## src/rtl/spi_pkg.sv

```systemverilog
// spi_pkg: shared definitions for the SPI register controller.
// Contents:
//   state_e     - controller FSM state encoding
//   CMD_RD_BIT  - command byte bit that selects read (1) or write (0)
//   ADDR_W      - register address width; the command byte's low bits carry the start address
package spi_pkg;

    typedef enum logic [2:0] {
        ST_IDLE  = 3'd0,
        ST_CMD   = 3'd1,
        ST_WRITE = 3'd2,
        ST_FETCH = 3'd3,
        ST_SEND  = 3'd4,
        ST_DONE  = 3'd5
    } state_e;

    localparam int CMD_RD_BIT = 7;
    localparam int ADDR_W     = 7;

endpackage

```

## src/rtl/spi_addr_counter.sv

```systemverilog
// spi_addr_counter: register address pointer with load, increment and wrap.
// Ports:
//   clock, reset          - system clock, synchronous active-high reset (pointer -> 0)
//   load, load_addr       - load the start address taken from a command byte (wins over inc)
//   inc                   - advance by one, wrapping from REG_COUNT-1 to 0
//   addr                  - current address
//   in_range              - high when addr < REG_COUNT
module spi_addr_counter
    import spi_pkg::*;
#(
    parameter int REG_COUNT = 16
) (
    input  logic              clock,
    input  logic              reset,
    input  logic              load,
    input  logic [ADDR_W-1:0] load_addr,
    input  logic              inc,
    output logic [ADDR_W-1:0] addr,
    output logic              in_range
);

    localparam logic [ADDR_W-1:0] LAST = ADDR_W'(REG_COUNT - 1);

    logic [ADDR_W-1:0] addr_q, addr_d;

    // An out-of-range start address simply counts upward; only the last valid
    // register wraps back to zero.
    always_comb begin
        addr_d = load ? load_addr
               : inc  ? ((addr_q == LAST) ? '0 : addr_q + ADDR_W'(1))
               : addr_q;
    end

    always_ff @(posedge clock) begin
        if (reset) addr_q <= '0;
        else       addr_q <= addr_d;
    end

    assign addr     = addr_q;
    assign in_range = 32'(addr_q) < REG_COUNT;

endmodule

```

## src/rtl/spi_reg_ctrl.sv

```systemverilog
// spi_reg_ctrl: SPI command decoder driving a byte-wide register file.
// Ports:
//   clock, reset                     - system clock, synchronous active-high reset
//   cs_active                        - chip select (already synchronised); low aborts to IDLE
//   rx_valid, rx_data, rx_ready      - received bytes: command byte, then write data or dummies
//   tx_valid, tx_data, tx_ready      - read data back to the SPI front end
//   reg_addr, reg_wr_en,
//   reg_wr_data, reg_rd_data         - register file port; reg_rd_data is combinational from reg_addr
//   busy                             - FSM not in IDLE
//   error                            - out-of-range access seen in the current transaction
// Build option:
//   SPI_REG_CTRL_BURST_EN defined   - unlimited bursts with address auto-increment and wrap
//   SPI_REG_CTRL_BURST_EN undefined - one data byte per transaction, then DONE until cs falls
module spi_reg_ctrl
    import spi_pkg::*;
#(
    parameter int REG_COUNT = 16
) (
    input  logic              clock,
    input  logic              reset,
    input  logic              cs_active,
    input  logic              rx_valid,
    input  logic [7:0]        rx_data,
    output logic              rx_ready,
    output logic              tx_valid,
    output logic [7:0]        tx_data,
    input  logic              tx_ready,
    output logic [ADDR_W-1:0] reg_addr,
    output logic              reg_wr_en,
    output logic [7:0]        reg_wr_data,
    input  logic [7:0]        reg_rd_data,
    output logic              busy,
    output logic              error
);

`ifdef SPI_REG_CTRL_BURST_EN
    localparam bit BURST = 1'b1;
`else
    localparam bit BURST = 1'b0;
`endif

    state_e      state_q, state_d;
    logic        tx_valid_q, tx_valid_d;
    logic [7:0]  tx_data_q, tx_data_d;
    logic        wr_pend_q, wr_pend_d;
    logic [7:0]  wr_data_q, wr_data_d;
    logic        error_q, error_d;
    logic        addr_load, addr_inc, addr_ok;
    logic        rx_hs, tx_hs;

    assign rx_ready = state_q inside {ST_CMD, ST_WRITE, ST_SEND, ST_DONE};
    assign rx_hs    = rx_valid & rx_ready;
    assign tx_hs    = tx_valid_q & tx_ready;

    spi_addr_counter #(.REG_COUNT(REG_COUNT)) u_addr (
        .clock     (clock),
        .reset     (reset),
        .load      (addr_load),
        .load_addr (rx_data[ADDR_W-1:0]),
        .inc       (addr_inc),
        .addr      (reg_addr),
        .in_range  (addr_ok)
    );

    // A write is accepted into wr_pend_q and issued as reg_wr_en the following
    // cycle; in burst mode the address advances on that same pulse edge, so a
    // byte accepted during the pulse lands on the next address.
    always_comb begin
        state_d    = state_q;
        tx_valid_d = tx_valid_q;
        tx_data_d  = tx_data_q;
        wr_pend_d  = 1'b0;
        wr_data_d  = wr_data_q;
        error_d    = error_q | (wr_pend_q & ~addr_ok);
        addr_load  = 1'b0;
        addr_inc   = BURST && wr_pend_q;
        if (!cs_active) begin
            // Chip select release beats any coincident byte handshake.
            state_d    = ST_IDLE;
            tx_valid_d = 1'b0;
        end else begin
            case (state_q)
                ST_IDLE: begin
                    state_d = ST_CMD;
                    error_d = 1'b0;
                end
                ST_CMD: if (rx_hs) begin
                    addr_load = 1'b1;
                    state_d   = rx_data[CMD_RD_BIT] ? ST_FETCH : ST_WRITE;
                end
                ST_WRITE: if (rx_hs) begin
                    wr_pend_d = 1'b1;
                    wr_data_d = rx_data;
                    state_d   = BURST ? ST_WRITE : ST_DONE;
                end
                ST_FETCH: begin
                    tx_data_d  = addr_ok ? reg_rd_data : 8'h00;
                    tx_valid_d = 1'b1;
                    error_d    = error_q | ~addr_ok;
                    state_d    = ST_SEND;
                end
                ST_SEND: if (tx_hs) begin
                    tx_valid_d = 1'b0;
                    addr_inc   = BURST;
                    state_d    = BURST ? ST_FETCH : ST_DONE;
                end
                default: ;
            endcase
        end
    end

    always_ff @(posedge clock) begin
        if (reset) begin
            state_q    <= ST_IDLE;
            tx_valid_q <= 1'b0;
            tx_data_q  <= 8'h00;
            wr_pend_q  <= 1'b0;
            wr_data_q  <= 8'h00;
            error_q    <= 1'b0;
        end else begin
            state_q    <= state_d;
            tx_valid_q <= tx_valid_d;
            tx_data_q  <= tx_data_d;
            wr_pend_q  <= wr_pend_d;
            wr_data_q  <= wr_data_d;
            error_q    <= error_d;
        end
    end

    // The pulse is masked by reset so an aborting reset cycle never writes.
    assign reg_wr_en   = wr_pend_q & addr_ok & ~reset;
    assign reg_wr_data = wr_data_q;
    assign tx_valid    = tx_valid_q;
    assign tx_data     = tx_data_q;
    assign busy        = state_q != ST_IDLE;
    assign error       = error_q;

endmodule

```

## config.mk

```make
export PLATFORM = sky130hd
export DESIGN_NAME = spi_reg_ctrl
export DESIGN_NICKNAME = d
export VERILOG_FILES = /design/src/rtl/spi_pkg.sv /design/src/rtl/spi_addr_counter.sv /design/src/rtl/spi_reg_ctrl.sv
export SDC_FILE = /design/constraint.sdc
export NUM_CORES = 1
export LEC_CHECK = 0
export BUFFER_PORTS_ARGS = -buffer_cell sky130_fd_sc_hd__buf_4
export CORE_MARGIN = 4
export CORE_UTILIZATION = 51
export CTS_CLUSTER_DIAMETER = 50
export DETAILED_ROUTE_END_ITERATION = 16
export HOLD_SLACK_MARGIN = 0.02
export PLACE_DENSITY = 0.88
export SLEW_MARGIN = 20
export SYNTH_ARGS = -nofsm -noshare
export SYNTH_HDL_FRONTEND = slang
export SYNTH_SLANG_ARGS = --single-unit
export TNS_END_PERCENT = 1
```

## constraint.sdc

```tcl
create_clock -name clock -period 3.45 [get_ports clock]
set_clock_uncertainty 0.1 [all_clocks]
set_input_delay 0.345 -clock clock [delete_from_list [all_inputs] [get_ports clock]]
set_output_delay 0.345 -clock clock [all_outputs]
set_load 0.01 [all_outputs]
```

After elaboration in Yosys (flattened, before gate mapping) --
Cells that the tools add are included.
Storage, ports and cells: flip-flop bits (word level) 29, word-level logic and storage cells 52
Cells by class: bitwise operators 11, reduce and logical (&&, ||, !) cells 11, equality and inequality tests 8, mux-type cells 14, magnitude comparators 1
Operators with widths (number):
- $pmux W3 S5 | 1
- $mux W3 | 3
- $mux W8 | 1
- $lt A7 B5 Y1 const B | 1
- $mux W7 | 1
- $eq A3 B2 Y1 const B | 2
- $eq A3 B3 Y1 const B | 2
- $mux W1 | 6
- $ne A2 B2 Y1 const B | 3
- $and A1 B1 Y1 | 5
- $reduce_bool A5 Y1 | 1
- $not A1 Y1 | 4
- $pmux W1 S2 | 2
- $reduce_and A2 Y1 | 2
- $reduce_and A4 Y1 | 1
- $reduce_bool A4 Y1 | 1
- $eq A3 B1 Y1 const B | 1
- $logic_not A3 Y1 | 1
- $reduce_and A3 Y1 | 1
- $reduce_bool A3 Y1 | 1
- $reduce_or A3 Y1 | 1
- $or A1 B1 Y1 | 2
- $reduce_bool A2 Y1 | 1
- $reduce_or A2 Y1 | 1

Depth between registers and ports, before layout --
Gate-level depths: netlist of the first run.
depth in word-level cells 7, depth in mapped cells 5

Modules after synthesis --
Synthesis of the first run repeated with hierarchy kept, for this count alone.
Second synthesis, totals: cell total of the unflattened synthesis 166, area, all modules 1403.8 um2
Modules (own cells, without submodules):
- spi_reg_ctrl | area an instance 997.2 um2, cells each 116, times used 1, seq. area each 440.4 um2
- spi_addr_counter | area an instance 406.6 um2, cells each 50, times used 1, seq. area each 140.1 um2

Worst setup path before layout of the first run --
OpenSTA, ideal clock, no wires.
path kind flip-flop to output port, start register u_addr.addr_q[6] (netlist: u_addr.addr[6]), end output reg_wr_en, data required time 3005 ps, arrival 992 ps, slack 2013 ps, cell stages (with the launch flop) 3, path through dfxtp_1 -> nor3_2 -> and3b_1
Between the ends: longest elaborated chain between the ends 3
Ends and longest elaborated chain:
- from (decl) | line spi_addr_counter.sv:24 | logic [ADDR_W-1:0] addr_q, addr_d;
- from (signal assigned) | line spi_addr_counter.sv:36 | else addr_q <= addr_d;
- $lt A7 B5 Y1 | line spi_addr_counter.sv:40 | assign in_range = 32'(addr_q) < REG_COUNT;
- $and A1 B1 Y1 (2 in series) | line spi_reg_ctrl.sv:131 | assign reg_wr_en = wr_pend_q & addr_ok & ~reset;
- to (decl) | line spi_reg_ctrl.sv:29 | output logic reg_wr_en,
Every way passes these cells.

Worst setup path in the final report of the first run --
Same ends and word-level chain as after synthesis.

==> summary.md, run 1 <==
| Metric | Value |
|---|---|
| Hold path startpoint | `rx_data[3]` |
| Worst path required time | `3000 ps` |
| Power spent charging and discharging nets | `150 uW` |
| Commonest register cell after synthesis | `sky130_fd_sc_hd__dfxtp_1` |
| Type of element capturing the critical path | `primary output` |
| Tcrit/Tclk final | `0.566` |
| Total Routing Usage GR | `0.188` |
| Number of instances resized during post-cts repair | `0` |
| Proportion of total power due to net switching | `0.251` |
| Async set or reset register ratio after synthesis | `0` |
| Final Hold Viols | `0` |
| Hold Buf Count CTS | `0` |
| Number of buffers added on ports | `48` |
| Vias in the first global route | `1121` |
| Post-synthesis average cell area | `slightly below 10 um2` |
| Critical path cell sequence | `nor3_2, and3b_1, buf_4` |
| Static Leak | `0.737 nW` |
| Cell at the slowest stage of the critical path | `sky130_fd_sc_hd__nor3_2` |
| Sort of element at the start of the critical path | `flip-flop` |
| Combinational share of power | `0.095` |
| Last weighted congestion value of the routability-driven placer | `0.843` |
| CTS max path bufs | `2` |
| Area growth from synthesis to layout | `29.6%` |
| Core Util, Final | `0.692` |
| Syn_nets | `between 150 and 200` |
| Final critical path time including I/O delays and setup | `1950 ps` |
| Ratio of cells with drive above 1 in the final layout | `0.344` |
| Fin. max-slew vios | `0` |
| Largest net degree at the start of global routing | `36` |
| Antenna violations before repair | `0` |
| Sinks on Clock Net | `29` |
| Post-route ant nets | `0` |
| Maximum operating frequency | `0.512 GHz` |
| Detailed Routing Iterations Pass 1 | `6` |
| Internal power | `447 uW` |
| Slew @ Worst Pin | `498 ps` |
| Count of state elements after synthesis | `29` |
| Count of maximum capacitance violations | `0` |
| Global-route congestion overflow total | `0` |
| Status | `finished clean` |
| Instance count along the most critical hold path | `3` |
| Netlist area before placement | `0.00131 mm2` |
| Final layout net count | `203` |
| First-pass GRT wire length | `4800 um` |
| Number of flops mapped to enable cells by yosys | `0` |
| R2R setup slack | `~1900 ps` |
| Gate count after technology mapping | `approximately 140` |
| End of the worst register-to-register path | `tx_data[0]` |
| Post-CTS setup repair buffer count | `0` |
| Count of routing violations after the opening detailed-route iteration | `35` |
| Die Ht | `58.7 um` |
| Critical path start-end classification | `flip-flop to primary output` |
| Count of cell types in the netlist | `32` |
| Total I/O pin count | `between 40 and 50` |
| Total of endpoints with negative setup slack in the final report | `0` |
| Startpoint of the worst-slack reg-to-reg timing path | `state_q[0]` |
| Average wire length per cell after detail routing | `13.8 um` |
| Ratio of total power to cell area | `351 mW/mm2` |
| Count of cells along the worst register-to-register path | `3` |
| TritonCTS Buffers | `5` |
| Sum Neg Setup Slack | `0 ps` |
| Worst skew pair latency | `330 ps` |
| Half-perimeter wire length after detailed placement | `roughly 2200 um` |
| RSZ-0062 raised after global routing | `no` |
| Die ar. | `0.00345 mm2` |
| Via density | `5.42` |
| Sequential share of power | `0.575` |
| Core area | `between 0.002 and 0.0025 mm2` |
| Top fanout value on the critical path | `9` |
| Seq/Total Area, Yosys | `0.443` |
| Chip Width | `58.7 um` |
| Number of diodes added for antenna fixing | `0` |
| Clock-pin slew on the worst setup and hold paths | `100 ps` |
| Headroom to the max-slew limit | `0.666` |
| Starting density of the core | `0.534` |
| Longest individual stage delay on the worst path | `460 ps` |
| Highest ir drop seen on vdd | `0.265 mV` |
| Worst hold path type | `primary input to flip-flop` |
| Floorplan row count | `18` |
| H-tree level count | `2` |
| Clock tree from TritonCTS | `done` |
| Drc violations | `0` |
| Total Wirelength | `2950 um` |
| Endpoint, Worst Hold | `reg_wr_data[3]` |
| Master cell of the clock root buffer | `sky130_fd_sc_hd__clkbuf_4` |
| Clock power share | `0.330` |
| Vias after detailed routing | `1155` |
| Crit path DAT | `1510 ps` |
| Synth warn | `0` |
## power groups by stage
| stage | logic [mW] | registers, mW | clock network [mW] |
|---|---|---|---|
| after floorplan | 0.0320 | 0.349 | 0 |
| after global placement | 0.0554 | 0.350 | 0 |
| after detailed placement | 0.0569 | 0.351 | 0 |
| after CTS | 0.0572 | 0.343 | 0.204 |
| after global routing | 0.0617 | 0.344 | 0.221 |
| final | 0.0565 | 0.343 | 0.197 |
## area by class of cell
type / count / area [um2]
Fill cell: 205 / 756
Tap cell: 30 / 37.5
Multi-Input combinational cell: 95 / 654
Sequential cell: 29 / 581
Clock inverter: 3 / 17.5
Clock buffer: 5 / 37.5
Inverter: 3 / 11.3
Timing Repair Buffer: 48 / 360
## critical path, delay by kind of cell, from the launching register on
family                 cells  cell delay (ps)
AND/OR/NAND/NOR            2              700
flip-flops                 1              360
buffers and inverters      1              120
## through the flow
| stage | cells | instance area [um2] | hold WS, ps | total power, mW | setup WS [ps] |
|---|---|---|---|---|---|
| 2_1_floorplan | 136 | 1310 | 376 | 0.381 | 2010 |
| 3_3_place_gp | 205 | 1640 | 341 | 0.406 | 1910 |
| 3_5_place_dp | 205 | 1640 | 353 | 0.408 | 1880 |
| 4_1_cts | 213 | 1700 | 180 | 0.605 | 1500 |
| 5_1_grt | 213 | 1700 | 187 | 0.626 | 1390 |
| 6_report | 213 | 1700 | 192 | 0.596 | 1500 |
## flip-flops by register name, summed over array words and instances (netlist names)
signal       flops
tx_data          8
reg_wr_data      8
tx_valid         1
state_q          3
wr_pend_q        1
u_addr.addr      7
error            1
## cell families (layout without fill, tap and decap cells)
| kind of cell | Yosys count | count (layout) | share of synthesized area |
|---|---|---|---|
| flip-flops | 29 | 29 | 0.443 |
| multiplexers | 15 | 15 | 0.115 |
| buffers and inverters | 12 | 59 | 0.0582 |
| AND/OR/NAND/NOR | 60 | 60 | 0.300 |
| AO/OA/AOI/OAI | 20 | 20 | 0.0849 |
## cells in the mapped netlist (2+ instances only)
master,count,area [um2]
sky130_fd_sc_hd__inv_1,3,11.3
sky130_fd_sc_hd__nand3_1,9,45.0
sky130_fd_sc_hd__o21ai_0,4,20.0
sky130_fd_sc_hd__buf_6,3,33.8
sky130_fd_sc_hd__dfxtp_1,29,581
sky130_fd_sc_hd__nand2b_1,24,150
sky130_fd_sc_hd__a21oi_1,12,60.1
sky130_fd_sc_hd__nand2_1,9,33.8
sky130_fd_sc_hd__buf_4,2,15.0
sky130_fd_sc_hd__mux2i_1,15,150
sky130_fd_sc_hd__nor2_1,3,11.3
sky130_fd_sc_hd__clkbuf_1,3,11.3
## per-layer routing
metal  share of wire  GRT usage  up-vias
met2            0.51      0.330       55
met4           0.030      0.123        0
met1            0.37      0.194      529
met5               0          0        -
li1                -          -      559
met3           0.091     0.0526       12
## worst max-delay path by stage
stage / cells after the start / slack [ps] / to / startpoint
after CTS: 3 / 1500 / reg_wr_en / u_addr.addr[6]
after global placement: 3 / 1910 / reg_wr_en / u_addr.addr[6]
after detailed placement: 3 / 1880 / reg_wr_en / u_addr.addr[6]
final: 3 / 1500 / reg_wr_en / u_addr.addr[6]
after global routing: 3 / 1390 / reg_wr_en / u_addr.addr[6]
after floorplan: 2 / 2010 / reg_wr_en / u_addr.addr[6]
## cell usage in the layout (no fill, tap or decap), types with 2 or more instances in the layout
master                     count
sky130_fd_sc_hd__mux2i_1      15
sky130_fd_sc_hd__dfxtp_1      29
sky130_fd_sc_hd__o21ai_0       4
sky130_fd_sc_hd__nand3_1       9
sky130_fd_sc_hd__inv_1         3
sky130_fd_sc_hd__nand2b_1     24
sky130_fd_sc_hd__clkbuf_4      5
sky130_fd_sc_hd__clkinv_2      2
sky130_fd_sc_hd__nand2_1       9
sky130_fd_sc_hd__nor2_1        3
sky130_fd_sc_hd__a21oi_1      12
sky130_fd_sc_hd__buf_4        48
Power figures use the tool's default switching activity.
==> inputs of run 2 (changes only) <==
--- a/config.mk
+++ b/config.mk
@@ -5,13 +5,14 @@
 export SDC_FILE = /design/constraint.sdc
 export NUM_CORES = 1
 export LEC_CHECK = 0
+export ABC_AREA = 1
 export BUFFER_PORTS_ARGS = -buffer_cell sky130_fd_sc_hd__buf_4
 export CORE_MARGIN = 4
-export CORE_UTILIZATION = 51
+export CORE_UTILIZATION = 42
 export CTS_CLUSTER_DIAMETER = 50
 export DETAILED_ROUTE_END_ITERATION = 16
 export HOLD_SLACK_MARGIN = 0.02
-export PLACE_DENSITY = 0.88
+export PLACE_DENSITY = 0.8
 export SLEW_MARGIN = 20
 export SYNTH_ARGS = -nofsm -noshare
 export SYNTH_HDL_FRONTEND = slang
==> constraint.sdc (replaced) <==
create_clock -name clock -period 1.7 [get_ports clock]
set_clock_uncertainty 0.1 [all_clocks]
set_input_delay 0.17 -clock clock [delete_from_list [all_inputs] [get_ports clock]]
set_output_delay 0.17 -clock clock [all_outputs]
set_load 0.01 [all_outputs]
==> run 2 against run 1 <==
Net effect:
- global-route usage shrank 0.13 points
- critical endpoint unchanged
- non-clock buffer count increased by 23
- critical path type unchanged
- wire length is 13% higher
==> summary.md, run 2 <==
| Metric | Value |
|---|---|
| Count of state elements after synthesis | `29 (unchanged)` |
| Last weighted congestion value of the routability-driven placer | `0.775 (-8.1%)` |
| Total of endpoints with negative setup slack in the final report | `0 (unchanged)` |
| H-tree level count | `2 (unchanged)` |
| Critical path start-end classification | `flip-flop to primary output` |
| Syn_nets | `178 (+13%)` |
| Most frequent cell after synthesis | `sky130_fd_sc_hd__nor2_1` |
| Half-perimeter wire length after detailed placement | `2100 um (-4.0%)` |
| Fin. max-slew vios | `0 (unchanged)` |
| Starting density of the core | `0.438 (-0.0959)` |
| Sinks on Clock Net | `29 (unchanged)` |
| Largest net degree at the start of global routing | `18 (-50%)` |
| Critical path cell sequence | `or2_2, nor2_4, inv_1, nor3_2, buf_4` |
| Antenna violations before repair | `0 (unchanged)` |
| Endpoint, Worst Hold | `error` |
| Met1 global-route usage | `0.223 (+0.0289)` |
| Chip Width | `61.6 um (+5.0%)` |
| End of the worst register-to-register path | `u_addr.addr[6]` |
| Slew @ Worst Pin | `345 ps (-152 ps)` |
| Tcrit/Tclk final | `0.961` |
| Number of buffers added on ports | `48 (unchanged)` |
| Count of maximum capacitance violations | `0 (unchanged)` |
| Highest ir drop seen on vdd | `0.567 mV (+110%)` |
| Clock-pin slew on the worst setup and hold paths | `90 ps (about the same)` |
| Gate count after technology mapping | `157 (+15%)` |
| Master cell of the clock root buffer | `sky130_fd_sc_hd__clkbuf_4` |
| Count of cell types in the netlist | `21 (-34%)` |
| TritonCTS Buffers | `5 (unchanged)` |
| Global-route congestion overflow total | `0 (unchanged)` |
| Final critical path time including I/O delays and setup | `1630 ps` |
| Final layout net count | `253 (+25%)` |
| Number of flops mapped to enable cells by yosys | `0 (unchanged)` |
| Die Ht | `61.6 um (+5.0%)` |
| Vias in the first global route | `1131 (+0.89%)` |
| Cell at the slowest stage of the critical path | `sky130_fd_sc_hd__dfxtp_2` |
| Synth warn | `0 (unchanged)` |
| Core area | `0.00276 mm2 (+12%)` |
| Die ar. | `0.00380 mm2 (+10%)` |
| Count of cells along the worst register-to-register path | `8 (+5)` |
| Total Wirelength | `3340 um (+13%)` |
| Clock tree from TritonCTS | `done` |
| Ratio of total power to cell area | `692 mW/mm2 (+97%)` |
| Worst hold path type | `primary input to flip-flop` |
| Total Routing Usage GR | `0.187 (-0.00131)` |
| Post-route ant nets | `0 (unchanged)` |
| Synth top area cells | `sky130_fd_sc_hd__dfxtp_1 (48%), sky130_fd_sc_hd__nor2_1 (11%), sky130_fd_sc_hd__nand2_1 (7.5%)` |
| Floorplan row count | `19 (+1)` |
| R2R setup slack | `210 ps (-1720 ps)` |
| Sort of element at the start of the critical path | `flip-flop` |
| Commonest cells after routing, fill and taps aside | `sky130_fd_sc_hd__buf_4 (52), sky130_fd_sc_hd__nor2_1 (35), sky130_fd_sc_hd__dfxtp_1 (25)` |
| Netlist area before placement | `0.00121 mm2 (-7.8%)` |
| Ratio of cells with drive above 1 in the final layout | `0.349 (+0.00488)` |
| Post-synthesis average cell area | `7.70 um2 (-20%)` |
| Busiest layer in global routing | `met2` |
| Most used standard cells in the synthesized netlist | `sky130_fd_sc_hd__nor2_1 (35), sky130_fd_sc_hd__dfxtp_1 (29), sky130_fd_sc_hd__nand2_1 (24)` |
| Worst setup slack after layout | `66.1 ps (-1430 ps)` |
| Maximum operating frequency | `0.612 GHz` |
| Number of diodes added for antenna fixing | `0 (unchanged)` |
| Headroom to the max-slew limit | `0.769 (+0.103)` |
| Top fanout value on the critical path | `3 (-6)` |
| Global routing met2 resource utilization | `0.296 (-0.0342)` |
| Post-synth top area share | `0.480 (+0.0376)` |
| Worst path required time | `1430 ps (-1570 ps)` |
| Met3 track demand over resource | `0.0734 (+0.0207)` |
| Detailed Routing Iterations Pass 1 | `4 (-2)` |
| Final Hold Viols | `0 (unchanged)` |
| Minimum setup slack after placement | `232 ps (-1650 ps)` |
| Total I/O pin count | `49 (unchanged)` |
| Commonest register cell after synthesis | `sky130_fd_sc_hd__dfxtp_1` |
| Startpoint of the worst-slack reg-to-reg timing path | `state_q[0]` |
| Area growth from synthesis to layout | `56.8%` |
| Count of routing violations after the opening detailed-route iteration | `59 (+69%)` |
| Vias after detailed routing | `1300 (+13%)` |
| Most common cell after layout, fill and taps aside | `sky130_fd_sc_hd__buf_4` |
| Hold path startpoint | `cs_active` |
| Instance count along the most critical hold path | `4 (+1)` |
| Average wire length per cell after detail routing | `12.7 um (-8.2%)` |
| CTS max path bufs | `2 (unchanged)` |
| Longest individual stage delay on the worst path | `340 ps (-120 ps)` |
| Via density | `4.94 (-8.8%)` |
| Type of element capturing the critical path | `primary output` |
| Hold WS | `61.9 ps (-130 ps)` |
| Async set or reset register ratio after synthesis | `0 (unchanged)` |
| Worst skew pair latency | `330 ps (about the same)` |
| Drc violations | `0 (unchanged)` |
| RSZ-0062 raised after global routing | `no` |
| Cell type with the largest total area after synthesis | `sky130_fd_sc_hd__dfxtp_1` |
| Crit path DAT | `1360 ps (-150 ps)` |
| Sum Neg Setup Slack | `0 ps (unchanged)` |
| First-pass GRT wire length | `5100 um (+6.2%)` |
| Seq/Total Area, Yosys | `0.480 (+0.0376)` |
| Static Leak | `0.903 nW (+22%)` |
| Status | `finished clean` |
[run 2: cells by family after synthesis]
family          after synthesis  share of synthesized area
buf+inv                      16                     0.0559
compound gates               30                      0.129
simple gates                 82                      0.334
flops                        29                      0.480
[run 2: area by class of cell]
type / instances / area, um2
timing repair buffer: 71 / 582
tap: 31 / 38.8
multi-input combinational: 112 / 576
fill: 226 / 862
sequential: 29 / 591
inverter: 13 / 53.8
clock buffer: 7 / 55.1
[run 2: metal layers]
metal,share of wire,vias up
met2,0.49,54
met1,0.39,582
met5,0,-
met4,0.016,0
li1,-,658
met3,0.098,6
[run 2: power breakdown]
group	total (mW)	internal (mW)	switching, mW
clock	0.426	0.195	0.231
sequential	0.698	0.688	0.0102
combinational	0.188	0.103	0.0851
[run 2: worst max path at each step]
stage / start / to / slack (ps) / cells past startpoint
floorplan: u_addr.addr[6] / reg_wr_en / 260 / 4
global placement: state_q[2] / rx_ready / 250 / 5
detailed placement: state_q[0] / u_addr.addr[6] / 230 / 7
CTS: u_addr.addr[6] / reg_wr_en / 1 / 5
global route: u_addr.addr[6] / reg_wr_en / 5 / 5
finish: u_addr.addr[6] / reg_wr_en / 70 / 5
[run 2: what timing repair did]
item | 4_1_cts | 5_1_grt
endpoints found under the setup margin | 1 | 2
hold buffers | 18 | 0
pin swaps | 1 | 2
gates resized for setup | 6 | 8
buffers inserted | 2 | 1
endpoints found under the hold margin | 25 | 0
[run 2: metrics by stage]
stage	util	total power [mW]	instances	instance area, um2
after global placement	0.582	0.853	235	1600
after global routing	0.687	1.38	263	1900
after CTS	0.676	1.31	262	1870
after floorplan	-	0.775	157	1210
after detailed placement	0.582	0.854	235	1600
final	0.687	1.31	263	1900
[run 2: critical path: cells and delay by family (launching register included)]
family                 cells  cell delay (ps)
buffers and inverters      2              200
and+or+nand+nor            3              490
DFF                        1              340
==> inputs of run 3 (changes only) <==
--- a/config.mk
+++ b/config.mk
@@ -8,11 +8,11 @@
 export ABC_AREA = 1
 export BUFFER_PORTS_ARGS = -buffer_cell sky130_fd_sc_hd__buf_4
 export CORE_MARGIN = 4
-export CORE_UTILIZATION = 42
+export CORE_UTILIZATION = 40
 export CTS_CLUSTER_DIAMETER = 50
 export DETAILED_ROUTE_END_ITERATION = 16
 export HOLD_SLACK_MARGIN = 0.02
-export PLACE_DENSITY = 0.8
+export PLACE_DENSITY = 0.77
 export SLEW_MARGIN = 20
 export SYNTH_ARGS = -nofsm -noshare
 export SYNTH_HDL_FRONTEND = slang
==> run 3 against run 2 <==
Net effect:
- via count up 0.77%
- count of clock-buffer cells in the layout up 1
- worst setup slack is essentially flat
==> summary.md, run 3 (synthesis results as in run 2) <==
| Metric | Value |
|---|---|
| Starting density of the core | `0.427 (-0.0110)` |
| Commonest cells after routing, fill and taps aside | `sky130_fd_sc_hd__buf_4 (55), sky130_fd_sc_hd__nor2_1 (35), sky130_fd_sc_hd__dfxtp_1 (25)` |
| Most common cell after layout, fill and taps aside | `sky130_fd_sc_hd__buf_4` |
| H-tree level count | `2 (unchanged)` |
| Clock tree from TritonCTS | `done` |
| Final Hold Viols | `0 (unchanged)` |
| Last weighted congestion value of the routability-driven placer | `0.952 (+23%)` |
| Number of buffers added on ports | `48 (unchanged)` |
| Post-route ant nets | `0 (unchanged)` |
| Finished layout cell area | `0.00188 mm2 (-0.92%)` |
| Die ar. | `0.00397 mm2 (+4.3%)` |
| Critical path start-end classification | `flip-flop to primary output` |
| Average wire length per cell after detail routing | `12.8 um (+0.64%)` |
| Core area | `0.00283 mm2 (+2.6%)` |
| Final layout net count | `253 (unchanged)` |
| Vias after detailed routing | `1310 (+0.77%)` |
| Worst skew pair latency | `320 ps (about the same)` |
| Sinks on Clock Net | `29 (unchanged)` |
| Worst hold path type | `primary input to flip-flop` |
| Total Wirelength | `3370 um (+1.0%)` |
| Count of maximum capacitance violations | `0 (unchanged)` |
| Area growth from synthesis to layout | `55.4%` |
| First-pass GRT wire length | `5320 um (+4.3%)` |
| Slew @ Worst Pin | `279 ps (-66.6 ps)` |
| Master cell of the clock root buffer | `sky130_fd_sc_hd__clkbuf_4` |
| Ratio of cells with drive above 1 in the final layout | `0.348 (-0.00150)` |
| R2R setup slack | `260 ps (+50 ps)` |
| Antenna violations before repair | `0 (unchanged)` |
| Top fanout value on the critical path | `4 (+1)` |
| Sort of element at the start of the critical path | `flip-flop` |
| Number of diodes added for antenna fixing | `0 (unchanged)` |
| Type of element capturing the critical path | `primary output` |
| Half-perimeter wire length after detailed placement | `2220 um (+5.8%)` |
| Fin. max-slew vios | `0 (unchanged)` |
| Total I/O pin count | `49 (unchanged)` |
| Worst path required time | `1430 ps (about the same)` |
| CTS max path bufs | `2 (unchanged)` |
| Static Leak | `0.900 nW (-0.39%)` |
| Floorplan row count | `19 (unchanged)` |
| Vias in the first global route | `1188 (+5.0%)` |
| Core Util, Final | `0.664 (-0.0235)` |
| TritonCTS Buffers | `5 (unchanged)` |
| Maximum operating frequency | `0.612 GHz (about the same)` |
| Crit path DAT | `1360 ps (about the same)` |
| Chip Width | `63.0 um (+2.1%)` |
| Status | `finished clean` |
| Largest net degree at the start of global routing | `18 (unchanged)` |
| Headroom to the max-slew limit | `0.814 (+0.0444)` |
| Drc violations | `0 (unchanged)` |
| Clock-pin slew on the worst setup and hold paths | `90 ps (about the same)` |
| Highest ir drop seen on vdd | `0.453 mV (-20%)` |
| Total of endpoints with negative setup slack in the final report | `0 (unchanged)` |
| Detailed Routing Iterations Pass 1 | `4 (unchanged)` |
| Tcrit/Tclk final | `0.961 (about the same)` |
| Total Routing Usage GR | `0.173 (-0.0137)` |
| Ratio of total power to cell area | `673 mW/mm2 (-2.8%)` |
| Die Ht | `63.0 um (+2.1%)` |
| Count of routing violations after the opening detailed-route iteration | `42 (-29%)` |
| Final critical path time including I/O delays and setup | `1630 ps (+0.107 ps)` |
| Via density | `4.96 (+0.39%)` |
| Global-route congestion overflow total | `0 (unchanged)` |
| Placed standard-cell area | `0.00160 mm2 (unchanged)` |
[run 3: what timing repair did]
item | 4_1_cts | 5_1_grt
hold buffers | 16 | 0
hold endpoints to repair | 24 | 0
gates resized for setup | 4 | 8
endpoints found under the setup margin | 1 | 2
pin swaps | 0 | 2
setup buffers | 1 | 4
[run 3: final cells by class]
type / instances / area (um2)
multi-input combinational: 112 / 571
fill: 237 / 951
inverter: 13 / 53.8
tap: 31 / 38.8
timing repair buffer: 71 / 573
clock buffer: 8 / 48.8
sequential: 29 / 593
[run 3: per-stage QoR]
| stage | std cells | power [mW] | hold slack (ps) | setup WS, ps | setup TNS [ps] |
|---|---|---|---|---|---|
| after global placement | 235 | 0.853 | 308 | 265 | 0 |
| after detailed placement | 235 | 0.853 | 311 | 272 | 0 |
| after CTS | 260 | 1.27 | 23.3 | 13.2 | 0 |
| after global routing | 264 | 1.33 | 43.3 | -15.8 | -15.8 |
| after floorplan | 157 | 0.775 | 205 | 261 | 0 |
| final | 264 | 1.26 | 34.9 | 66.0 | 0 |
[run 3: worst paths after layout]
path	from	cells past startpoint	to
worst max register to register	state_q[0]	8	u_addr.addr[5]
worst min register to register	tx_data[3]	2	tx_data[3]
worst max-delay path	state_q[0]	6	rx_ready
worst min-delay path	reg_rd_data[2]	3	tx_data[2]
[run 3: critical path, cell delays in order (launching register included)]
cell and delay [ps]:
sky130_fd_sc_hd__dfxtp_4 360, sky130_fd_sc_hd__inv_4 70, sky130_fd_sc_hd__nor2_2 50, sky130_fd_sc_hd__nand2_2 80, sky130_fd_sc_hd__nand2_1 70, sky130_fd_sc_hd__or2_2 270, sky130_fd_sc_hd__buf_4 140
[run 3: power breakdown]
part | switching, mW | internal [mW] | leakage [nW]
Sequential | 0.00882 | 0.686 | 0.237
Clock | 0.221 | 0.165 | 0.0265
Combinational | 0.0845 | 0.0983 | 0.636
[run 3: layer usage]
layer  global-route usage  up-vias  wire length, um
met3               0.0719       11              280
li1                     -      663                -
met5                    0        -                0
met4               0.0826        0               90
met1                0.186      585             1340
met2                0.291       51             1670
